--- src/rtl/lens_pkg.sv ---
// Shared types for the lens table controller: lens record, FSM states, image/table defaults.
package lens_pkg;

    localparam int DEF_IMG_WIDTH  = 320;
    localparam int DEF_IMG_HEIGHT = 240;
    localparam int DEF_MAX_LENS   = 8;

    typedef struct packed {
        logic [8:0] cx;
        logic [7:0] cy;
        logic [7:0] R;
        logic [7:0] K;
    } lens_t;

    typedef enum logic [1:0] {
        ST_VIEW   = 2'd0,
        ST_EDIT   = 2'd1,
        ST_COMMIT = 2'd2,
        ST_CLEAR  = 2'd3
    } state_t;

endpackage

--- src/rtl/btn_repeat.sv ---
// Button edge detector with optional auto-repeat: combinational pulse in the cycle the
// level first reads high, then after DLY held cycles and every PER cycles after that.
module btn_repeat #(
    parameter bit REPEAT_EN = 1'b1,
    parameter int DLY       = 25000000,
    parameter int PER       = 5000000
) (
    input  logic clk,
    input  logic reset,
    input  logic btn_i,
    output logic pulse_o
);

    localparam int            CW       = $clog2(DLY + 1);
    localparam logic [CW-1:0] DLY_C    = CW'(DLY);
    localparam logic [CW-1:0] RELOAD_C = CW'(DLY - PER + 1);

    logic          btn_q;
    logic [CW-1:0] cnt_q, cnt_d;
    logic          rep_hit;

    // cnt_q equals the number of cycles the button has been held, until the first repeat
    assign rep_hit = REPEAT_EN && btn_i && btn_q && (cnt_q == DLY_C);
    assign pulse_o = (btn_i && !btn_q) || rep_hit;

    always_comb begin
        cnt_d = cnt_q;
        if (!btn_i || !REPEAT_EN)
            cnt_d = '0;
        else if (!btn_q)
            cnt_d = CW'(1);
        else if (rep_hit)
            cnt_d = RELOAD_C;
        else
            cnt_d = cnt_q + CW'(1);
    end

    always_ff @(posedge clk or posedge reset) begin
        if (reset) begin
            btn_q <= 1'b0;
            cnt_q <= '0;
        end else begin
            btn_q <= btn_i;
            cnt_q <= cnt_d;
        end
    end

endmodule

--- src/rtl/lens_table_controller.sv ---
// Lens editor and table: buttons edit a working lens, frame_start publishes it and applies
// commit/clear, so outputs change one cycle after an action plus the wait to frame_start.
module lens_table_controller import lens_pkg::*; #(
    parameter int IMG_WIDTH  = DEF_IMG_WIDTH,
    parameter int IMG_HEIGHT = DEF_IMG_HEIGHT,
    parameter int MAX_LENS   = DEF_MAX_LENS,
    parameter int STEP       = 2,
    parameter int R_MIN      = 8,
    parameter int R_MAX      = 100,
    parameter int R_INIT     = 32,
    parameter int K_INIT     = 4,
    parameter int REPEAT_DLY = 25000000,
    parameter int REPEAT_PER = 5000000
) (
    input  logic       clk,
    input  logic       reset,
    input  logic       frame_start,
    input  logic       sw0_edit_mode,
    input  logic       sw1_adjust,
    input  logic       btn_up,
    input  logic       btn_down,
    input  logic       btn_left,
    input  logic       btn_right,
    input  logic       btn_commit,
    input  logic       btn_clear,
    output logic [8:0] current_center_x,
    output logic [7:0] current_center_y,
    output logic [7:0] current_R,
    output logic [7:0] current_K,
    output logic       preview_enable,
    output logic [2:0] lens_count,
    output logic [8:0] lens_center_x [0:MAX_LENS-1],
    output logic [7:0] lens_center_y [0:MAX_LENS-1],
    output logic [7:0] lens_R        [0:MAX_LENS-1],
    output logic [7:0] lens_K        [0:MAX_LENS-1],
    output logic       busy
);

    localparam logic [9:0] X_MAX   = 10'(IMG_WIDTH - 1);
    localparam logic [9:0] Y_MAX   = 10'(IMG_HEIGHT - 1);
    localparam logic [9:0] STEP_C  = 10'(STEP);
    localparam logic [7:0] R_MIN_C = 8'(R_MIN);
    localparam logic [7:0] R_MAX_C = 8'(R_MAX);
    // Usable depth is bounded both by the 3-bit count and by keeping the last entry empty
    localparam logic [2:0] CAP     = (MAX_LENS - 1 < 7) ? 3'(MAX_LENS - 1) : 3'd7;
    localparam lens_t      LENS_RST = '{cx: 9'(IMG_WIDTH / 2), cy: 8'(IMG_HEIGHT / 2),
                                        R: 8'(R_INIT), K: 8'(K_INIT)};

    logic   up_p, dn_p, lf_p, rt_p, cm_p, cl_p;
    state_t state_q, state_d;
    lens_t  work_q, work_d, cur_q, cur_d;
    lens_t  tbl_q [MAX_LENS];
    lens_t  tbl_d [MAX_LENS];
    logic [2:0] count_q, count_d;
    logic   prev_q, prev_d, pend_q, pend_d, busy_q, busy_d, full;
    logic [9:0] x_w, y_w, x_inc, y_inc;

    btn_repeat #(.REPEAT_EN(1'b1), .DLY(REPEAT_DLY), .PER(REPEAT_PER)) u_up (.clk(clk), .reset(reset), .btn_i(btn_up),     .pulse_o(up_p));
    btn_repeat #(.REPEAT_EN(1'b1), .DLY(REPEAT_DLY), .PER(REPEAT_PER)) u_dn (.clk(clk), .reset(reset), .btn_i(btn_down),   .pulse_o(dn_p));
    btn_repeat #(.REPEAT_EN(1'b1), .DLY(REPEAT_DLY), .PER(REPEAT_PER)) u_lf (.clk(clk), .reset(reset), .btn_i(btn_left),   .pulse_o(lf_p));
    btn_repeat #(.REPEAT_EN(1'b1), .DLY(REPEAT_DLY), .PER(REPEAT_PER)) u_rt (.clk(clk), .reset(reset), .btn_i(btn_right),  .pulse_o(rt_p));
    btn_repeat #(.REPEAT_EN(1'b0), .DLY(REPEAT_DLY), .PER(REPEAT_PER)) u_cm (.clk(clk), .reset(reset), .btn_i(btn_commit), .pulse_o(cm_p));
    btn_repeat #(.REPEAT_EN(1'b0), .DLY(REPEAT_DLY), .PER(REPEAT_PER)) u_cl (.clk(clk), .reset(reset), .btn_i(btn_clear),  .pulse_o(cl_p));

    assign x_w   = {1'b0, work_q.cx};
    assign y_w   = {2'b0, work_q.cy};
    assign x_inc = x_w + STEP_C;
    assign y_inc = y_w + STEP_C;
    assign full  = (count_q >= CAP);

    always_comb begin
        work_d  = work_q;
        state_d = state_q;
        tbl_d   = tbl_q;
        count_d = count_q;
        cur_d   = cur_q;
        prev_d  = prev_q;
        pend_d  = pend_q;

        if (state_q == ST_EDIT && !sw1_adjust) begin
            if (rt_p)      work_d.cx = (x_inc > X_MAX) ? X_MAX[8:0] : x_inc[8:0];
            else if (lf_p) work_d.cx = (x_w < STEP_C) ? 9'd0 : 9'(x_w - STEP_C);
            if (dn_p)      work_d.cy = (y_inc > Y_MAX) ? Y_MAX[7:0] : y_inc[7:0];
            else if (up_p) work_d.cy = (y_w < STEP_C) ? 8'd0 : 8'(y_w - STEP_C);
        end else if (state_q == ST_EDIT) begin
            if (up_p && work_q.R < R_MAX_C)      work_d.R = work_q.R + 8'd1;
            else if (dn_p && work_q.R > R_MIN_C) work_d.R = work_q.R - 8'd1;
            if (rt_p && work_q.K < 8'd15)        work_d.K = work_q.K + 8'd1;
            else if (lf_p && work_q.K > 8'd0)    work_d.K = work_q.K - 8'd1;
        end

        case (state_q)
            ST_VIEW: begin
                if (cl_p)               state_d = ST_CLEAR;
                else if (sw0_edit_mode) state_d = ST_EDIT;
            end
            ST_EDIT: begin
                if (cl_p)                state_d = ST_CLEAR;
                else if (cm_p && !full)  state_d = ST_COMMIT;
                else if (!sw0_edit_mode) state_d = ST_VIEW;
            end
            ST_COMMIT: begin
                if (frame_start) begin
                    if (!full) begin
                        for (int i = 0; i < MAX_LENS; i++)
                            if (i == int'(count_q)) tbl_d[i] = work_q;
                        count_d = count_q + 3'd1;
                    end
                    state_d = sw0_edit_mode ? ST_EDIT : ST_VIEW;
                end
            end
            ST_CLEAR: begin
                if (frame_start) begin
                    for (int i = 0; i < MAX_LENS; i++) tbl_d[i] = '0;
                    count_d = 3'd0;
                    state_d = sw0_edit_mode ? ST_EDIT : ST_VIEW;
                end
            end
            default: state_d = ST_VIEW;
        endcase

        // An edit made in the frame_start cycle itself stays pending for the next frame
        if (frame_start) begin
            cur_d  = work_q;
            prev_d = (state_d != ST_VIEW);
            pend_d = (work_d != work_q);
        end else begin
            pend_d = pend_q || (work_d != work_q) || (state_d != state_q);
        end
        busy_d = pend_d || (state_d == ST_COMMIT) || (state_d == ST_CLEAR);
    end

    always_ff @(posedge clk or posedge reset) begin
        if (reset) begin
            state_q <= ST_VIEW;
            work_q  <= LENS_RST;
            cur_q   <= LENS_RST;
            count_q <= 3'd0;
            prev_q  <= 1'b0;
            pend_q  <= 1'b0;
            busy_q  <= 1'b0;
            for (int i = 0; i < MAX_LENS; i++) tbl_q[i] <= '0;
        end else begin
            state_q <= state_d;
            work_q  <= work_d;
            cur_q   <= cur_d;
            count_q <= count_d;
            prev_q  <= prev_d;
            pend_q  <= pend_d;
            busy_q  <= busy_d;
            tbl_q   <= tbl_d;
        end
    end

    assign current_center_x = cur_q.cx;
    assign current_center_y = cur_q.cy;
    assign current_R        = cur_q.R;
    assign current_K        = cur_q.K;
    assign preview_enable   = prev_q;
    assign lens_count       = count_q;
    assign busy             = busy_q;

    always_comb begin
        for (int i = 0; i < MAX_LENS; i++) begin
            lens_center_x[i] = tbl_q[i].cx;
            lens_center_y[i] = tbl_q[i].cy;
            lens_R[i]        = tbl_q[i].R;
            lens_K[i]        = tbl_q[i].K;
        end
    end

endmodule

--- config.mk ---
export PLATFORM = sky130hd
export DESIGN_NAME = lens_table_controller
export DESIGN_NICKNAME = d
export VERILOG_FILES = /design/src/rtl/lens_pkg.sv /design/src/rtl/btn_repeat.sv /design/src/rtl/lens_table_controller.sv
export SDC_FILE = /design/constraint.sdc
export NUM_CORES = 1
export LEC_CHECK = 0
export CAP_MARGIN = 15
export CORE_UTILIZATION = 45
export DETAILED_ROUTE_END_ITERATION = 6
export GPL_TIMING_DRIVEN = 0
export PLACE_DENSITY = 0.69
export SLEW_MARGIN = 20
export SYNTH_ARGS = -nofsm -noshare
export SYNTH_HDL_FRONTEND = slang
export SYNTH_SLANG_ARGS = --single-unit
--- constraint.sdc ---
create_clock -name clk -period 28.4 [get_ports clk]
set_clock_uncertainty 0.15 [all_clocks]
set_input_delay 7.1 -clock clk [delete_from_list [all_inputs] [get_ports clk]]
set_output_delay 7.1 -clock clk [all_outputs]
set_load 0.01 [all_outputs]
Yosys cells after proc, flatten, opt, wreduce, memory -nomap -nowiden. Index checks and enable logic that the tools add are counted.

$add $sub $neg: 13. Magnitude comparators: 9. Equality and inequality tests: 29. Mux-type cells: 52. Reduce and logical (&&, ||, !) cells: 50.

Operator list (number): $mux W264 (3); $pmux W264 S2 (1); $mux W25 (12); $mux W33 (8); $add A25 B1 Y25 const B (4); $eq A25 B25 Y1 const B (4); $mux W8 (8); $reduce_and A5 Y1 (8); $mux W9 (4); $ne A33 B33 Y1 (1); $mux W16 (2); $ne A2 B2 Y1 const B (11); $logic_and A1 B1 Y1 (20); $mux W17 (1); $add A8 B1 Y8 const B (2); $sub A8 B1 Y8 const B (2); $eq A3 B3 Y1 const A (4); $mux W2 (6); $add A9 B2 Y10 const B (1); $gt A10 B9 Y1 const B (1); $add A8 B2 Y9 const B (1); $gt A9 B8 Y1 const B (1); $lt A9 B2 Y1 const B (1); $mux W3 (3); other kinds (24) (44).

Register bits after elaboration: 444. Bits of input ports: 11. Output and inout port bits: 302. Logic and storage cells: 208.

Logic depth before layout (Yosys ltp).
Depth after elaboration: 14. Depth in mapped cells: 12.

Hierarchy. A second synthesis with hierarchy kept.

Cell total of the unflattened synthesis: 2014. Area, all modules: 19959.1 sq um.

Modules (own cells, without submodules): lens_table_controller (instances 1, cells an instance 1416, area an instance 14248.7 sq um, sequential area each 8478.1 sq um); btn_repeat at u_dn ... (instances 4, cells an instance 148, area an instance 1406.3 sq um, sequential area each 650.6 sq um); btn_repeat at u_cl ... (instances 2, cells an instance 3, area an instance 42.5 sq um, sequential area each 25.0 sq um).

Worst setup path before layout. No wires, ideal clock.

Path kind: input port to flip-flop. Start point: input btn_down. End point: register busy_q (netlist: busy). Library setup time: 0.135 ns. Arrival: 8.660 ns. Slack: 19.455 ns. Stages on the path: 8. Path through: inv_1 nand4bb_1 o21ai_1 nand3_1 o311ai_0 a31oi_1 nor3_1 nand3b_1.

Longest elaborated chain between the ends: 14.

Ends and longest elaborated chain: start, declared (line lens_table_controller.sv:21) `input logic btn_down,`; $logic_and A1 B1 Y1 (2 in a row) (line btn_repeat.sv:23) `assign rep_hit = REPEAT_EN && btn_i && btn_q && (cnt_q == DLY_C);`; $logic_or A1 B1 Y1 (*) (line btn_repeat.sv:24) `assign pulse_o = (btn_i && !btn_q) || rep_hit;`; $logic_and A1 B1 Y1 (line lens_table_controller.sv:87) `else if (dn_p && work_q.R > R_MIN_C) work_d.R = work_q.R - 8'd1;`; $mux W8 (line lens_table_controller.sv:87); $mux W8 (line lens_table_controller.sv:86) `if (up_p && work_q.R < R_MAX_C) work_d.R = work_q.R + 8'd1;`; $mux W16 (line lens_table_controller.sv:85) `end else if (state_q == ST_EDIT) begin`; $mux W16 (line lens_table_controller.sv:80) `if (state_q == ST_EDIT && !sw1_adjust) begin`; $ne A33 B33 Y1 (*) (line lens_table_controller.sv:126, lens_table_controller.sv:128); $logic_or A1 B1 Y1 (2 in a row) (line lens_table_controller.sv:128) `pend_d = pend_q || (work_d != work_q) || (state_d != state_q);`; $mux W1 (*) (line lens_table_controller.sv:123) `if (frame_start) begin`; $logic_or A1 B1 Y1 (*) (2 in a row) (line lens_table_controller.sv:130) `busy_d = pend_d || (state_d == ST_COMMIT) || (state_d == ST_CLEAR);`; net busy_d (line lens_table_controller.sv:55) `logic prev_q, prev_d, pend_q, pend_d, busy_q, busy_d, full;`; end signal, assigned (line lens_table_controller.sv:150) `busy_q <= busy_d;`; end, declared (line lens_table_controller.sv:55).

Mark *: on every way through the listed nets, which the timed path passes. The rest lies on a longest branch. A chain may end at the register's enable or synchronous reset.

Worst setup path after layout.
Start point: input btn_right. End point: register busy_q (netlist: busy).

Longest elaborated chain between the ends: 13.

Ends and longest elaborated chain: start, declared (line lens_table_controller.sv:23) `input logic btn_right,`; $logic_and A1 B1 Y1 (2 in a row) (line btn_repeat.sv:23); $logic_or A1 B1 Y1 (*) (line btn_repeat.sv:24); $logic_and A1 B1 Y1 (line lens_table_controller.sv:88) `if (rt_p && work_q.K < 8'd15) work_d.K = work_q.K + 8'd1;`; $mux W8 (line lens_table_controller.sv:88); $mux W16 (line lens_table_controller.sv:85); $mux W16 (line lens_table_controller.sv:80); $ne A33 B33 Y1 (*) (line lens_table_controller.sv:126, lens_table_controller.sv:128); $logic_or A1 B1 Y1 (2 in a row) (line lens_table_controller.sv:128); $mux W1 (*) (line lens_table_controller.sv:123); $logic_or A1 B1 Y1 (*) (2 in a row) (line lens_table_controller.sv:130); net busy_d (line lens_table_controller.sv:55).

Marks and branches as above.

==> results.py <==
metrics = {
    "status": {
        "status": "completed",
    },
    "final_layout": {
        "antenna_cells": 0,
        "syn_to_final_growth_pct": 28.3,
        "final_common_cell": "dfrtp_1",
        "fin_nets": 2363,
        "drive_gt1_share_pct": 5.96,
        "stdcell_count": 2905,
        "layout_common_cells": "dfrtp_1 (428), nand2_1 (356), clkdlybuf4s50_1 (312), o21ai_0 (283), nor2_1 (145)",
    },
    "clock_tree": {
        "cts.path.max_buffers": 3,
        "cts_num_sinks": 444,
        "root_buffer": "clkbuf_16",
        "clk_latency_ns": 0.59,
        "hold_buffers": 0,
        "path_clk_slew_ns": 0.06,
        "cts_resized": 0,
        "cts_tree": "done",
        "cts_made_buffers": 47,
        "cts-htree-levels": 2,
        "postCtsSetupRepairBufs": 0,
    },
    "floorplan": {
        "rows": 75,
        "die_w_um": 209,
        "core_um2": 42100,
        "ioPinCount": 313,
        "dieArea_um2": 43800,
        "die_h_um": 209,
        "start_util_pct": 45.9,
    },
    "yosys": {
        "synth_top_family_by_area": "simple AND/OR/NAND/NOR gates",
        "async_reset_ff_share_pct": 100,
        "ys_seq_area_share_pct": 57.6,
        "synthAdderAreaFrac_pct": 1.55,
        "synth_compound_area_share_pct": 12.4,
        "synth_edf_count": 0,
        "synthXorXnorAreaFrac_pct": 4.53,
        "synth_warnings": 0,
        "synth_simple_gate_area_share_pct": 19.1,
        "syn_avg_cell_area_um2": 9.85,
        "yosys_most_used_dff": "dfrtp_1",
        "syn_nets": 1998,
        "yosys_register_bits": 444,
        "synthesis.area_um2": 19300,
        "synth.area.mux_share_pct": 2.03,
        "postSynthCellCount": 1963,
        "synth_cell_type_count": 69,
    },
    "worst_hold_path": {
        "hold_start": "lens_center_y[42]",
        "hold_end": "lens_center_y[42]",
        "hold_depth": 2,
        "hp-class": "reg -> reg",
    },
    "timing": {
        "drv_slew": 0,
        "min_period_ns": 9.97,
        "finalHoldViolations": 0,
        "grt_setup_unrepaired": "false",
        "tightestPinTransition_ns": 0.990,
        "finalCritPeriodShare_pct": 35.1,
        "timing.fmax_mhz": 100,
        "tns_ns": 0,
        "slew_headroom_pct": 34.0,
        "setup_viol": 0,
    },
    "placed_design": {
        "io_buffers": 312,
        "dp.cells": 2818,
        "dp_hpwl_um": 42800,
        "gp_congestion": 0.956,
    },
    "routing": {
        "dr.first_iter.drc_count": 1443,
        "drtAntennaViolNets": 0,
        "dr_total_vias": 16300,
        "routed_wl_um": 58300,
        "drc": 0,
        "drt_pass1_iterations": 5,
        "drt-vias-per-instance": 5.61,
        "avgRoutedWirePerCell_um": 20.1,
    },
    "global_route": {
        "grt_use_met1_pct": 35.5,
        "grt_use_total_pct": 26.7,
        "grt_max_degree": 105,
        "grtUsageMet3_pct": 5.84,
        "grt_pass1_wl_um": 91400,
        "first_global_vias": 15800,
        "grt.busiest_layer": "met2",
        "grt_use_met2_pct": 43.8,
        "antenna_found_initial": 4,
        "overflow": 0,
    },
    "setup_path": {
        "reg2reg_to": "busy",
        "endpoint_kind": "flop",
        "crit_path_max_fanout": 10,
        "r2r_cells": 8,
        "worstSetupPathType": "in -> reg",
        "crit_path_start_kind": "input pin",
        "r2r_slack_ns": 24.54,
        "rr_startpoint": "u_lf.cnt_q[10]",
        "required_ns": 28.62,
        "cp.arrival_ns": 10.19,
    },
    "pwr": {
        "pwr-share-seq_pct": 38.8,
        "p_sw_share_pct": 35.4,
        "clkPwrFrac_pct": 25.9,
        "p_int_mw": 1.54,
        "power.density_nw_per_um2": 96.1,
        "p_comb_share_pct": 35.3,
        "p_switching_mw": 0.844,
        "ir_drop_mv": 0.0462,
        "p_leak_nw": 10.5,
    },
    "job": {
        "drv_cap": 0,
    },
}
==> critical path, cell delays in order <==
cell             delay (ns)
clkdlybuf4s50_1        0.58
nand4_1                0.16
o22ai_1                0.78
clkbuf_1               0.43
a21oi_1                0.12
o21ai_0                0.16
o2111ai_1              0.16
o31ai_1                0.41
nand3b_1               0.28
==> cells by family after synthesis <==
kind of cell / after synthesis
and+or+nand+nor: 785
adders and majority gates: 24
buffers and inverters: 146
xor gates and xnor gates: 100
DFF: 444
AOI/OAI and AO/OA: 429
muxes: 35
==> synth_stat cells (7+ instances only) <==
library cell	number	area share, %
mux2_2	33	1.9
dfrtp_1	428	55
a21oi_1	60	1.6
dfstp_2	16	2.2
buf_1	7	0.14
xor2_1	60	2.7
nand3_1	59	1.5
nor4b_1	7	0.32
nand2_1	356	6.9
o21ai_0	283	7.3
a211oi_1	7	0.27
nor2_1	145	2.8
nor4_1	16	0.52
o22ai_1	8	0.26
clkbuf_1	97	1.9
a31oi_1	16	0.52
and3_1	29	0.94
nand4_1	31	1.0
o31ai_1	8	0.31
inv_1	42	0.82
ha_1	24	1.6
nor3_1	21	0.54
and2_1	37	1.2
or3_1	25	0.81
xnor2_1	40	1.8
==> sequential cells by signal, summed over array words and instances, names as in the netlist, 3 cells and up <==
name and count:
lens_center_x 72, lens_K 64, lens_center_y 64, lens_count 3
u_lf.cnt_q 25, lens_R 64, u_up.cnt_q 25, u_rt.cnt_q 25
current_K 8, current_R 8, work_q 33, current_center_y 8
u_dn.cnt_q 25, current_center_x 9
==> worst max-delay path by stage <==
stage | startpoint | end | cells after the start
floorplan | reset | busy | 1
global placement | reset | lens_center_y[2] | 2
detailed placement | btn_right | busy | 9
CTS | btn_right | busy | 9
global route | btn_right | busy | 9
finish | btn_right | busy | 9
==> per-layer routing <==
metal | vias to the layer above | routed length (µm)
met5 | - | 36
met4 | 6 | 1600
met3 | 96 | 4270
met2 | 578 | 27700
met1 | 8109 | 24700
li1 | 7502 | -
==> power groups by stage <==
stage	logic (mW)	clock network (mW)	registers, mW
after global routing	0.908	0.653	0.943
final	0.840	0.617	0.925
after floorplan	0.309	0	0.972
after global placement	0.819	0	0.928
after CTS	0.841	0.627	0.924
after detailed placement	0.835	0	0.934
==> layout make-up <==
cell class                 count  area [µm²]
fill                        3577       17300
sequential                   444       11100
multi-input combinational   1373        7660
timing repair buffer         316        3230
clock buffer                  72        1370
tap                          539         674
buffer                       104         390
clock inverter                15         173
inverter                      42         165
==> per-stage QoR <==
stage | setup WS, ns | power (mW) | hold slack (ns) | utilization [%] | instance area, µm²
after CTS | 18.50 | 2.39 | 0.333 | 58.8 | 24800
after detailed placement | 17.94 | 1.77 | 0.319 | 55.2 | 23300
after global placement | 3.95 | 1.75 | 0.311 | 54.9 | 23100
after floorplan | 8.80 | 1.28 | 0.309 | - | 19300
after global routing | 18.36 | 2.50 | 0.345 | 58.8 | 24800
final | 18.43 | 2.38 | 0.327 | 58.8 | 24800
(Power assumes the default switching activity.)
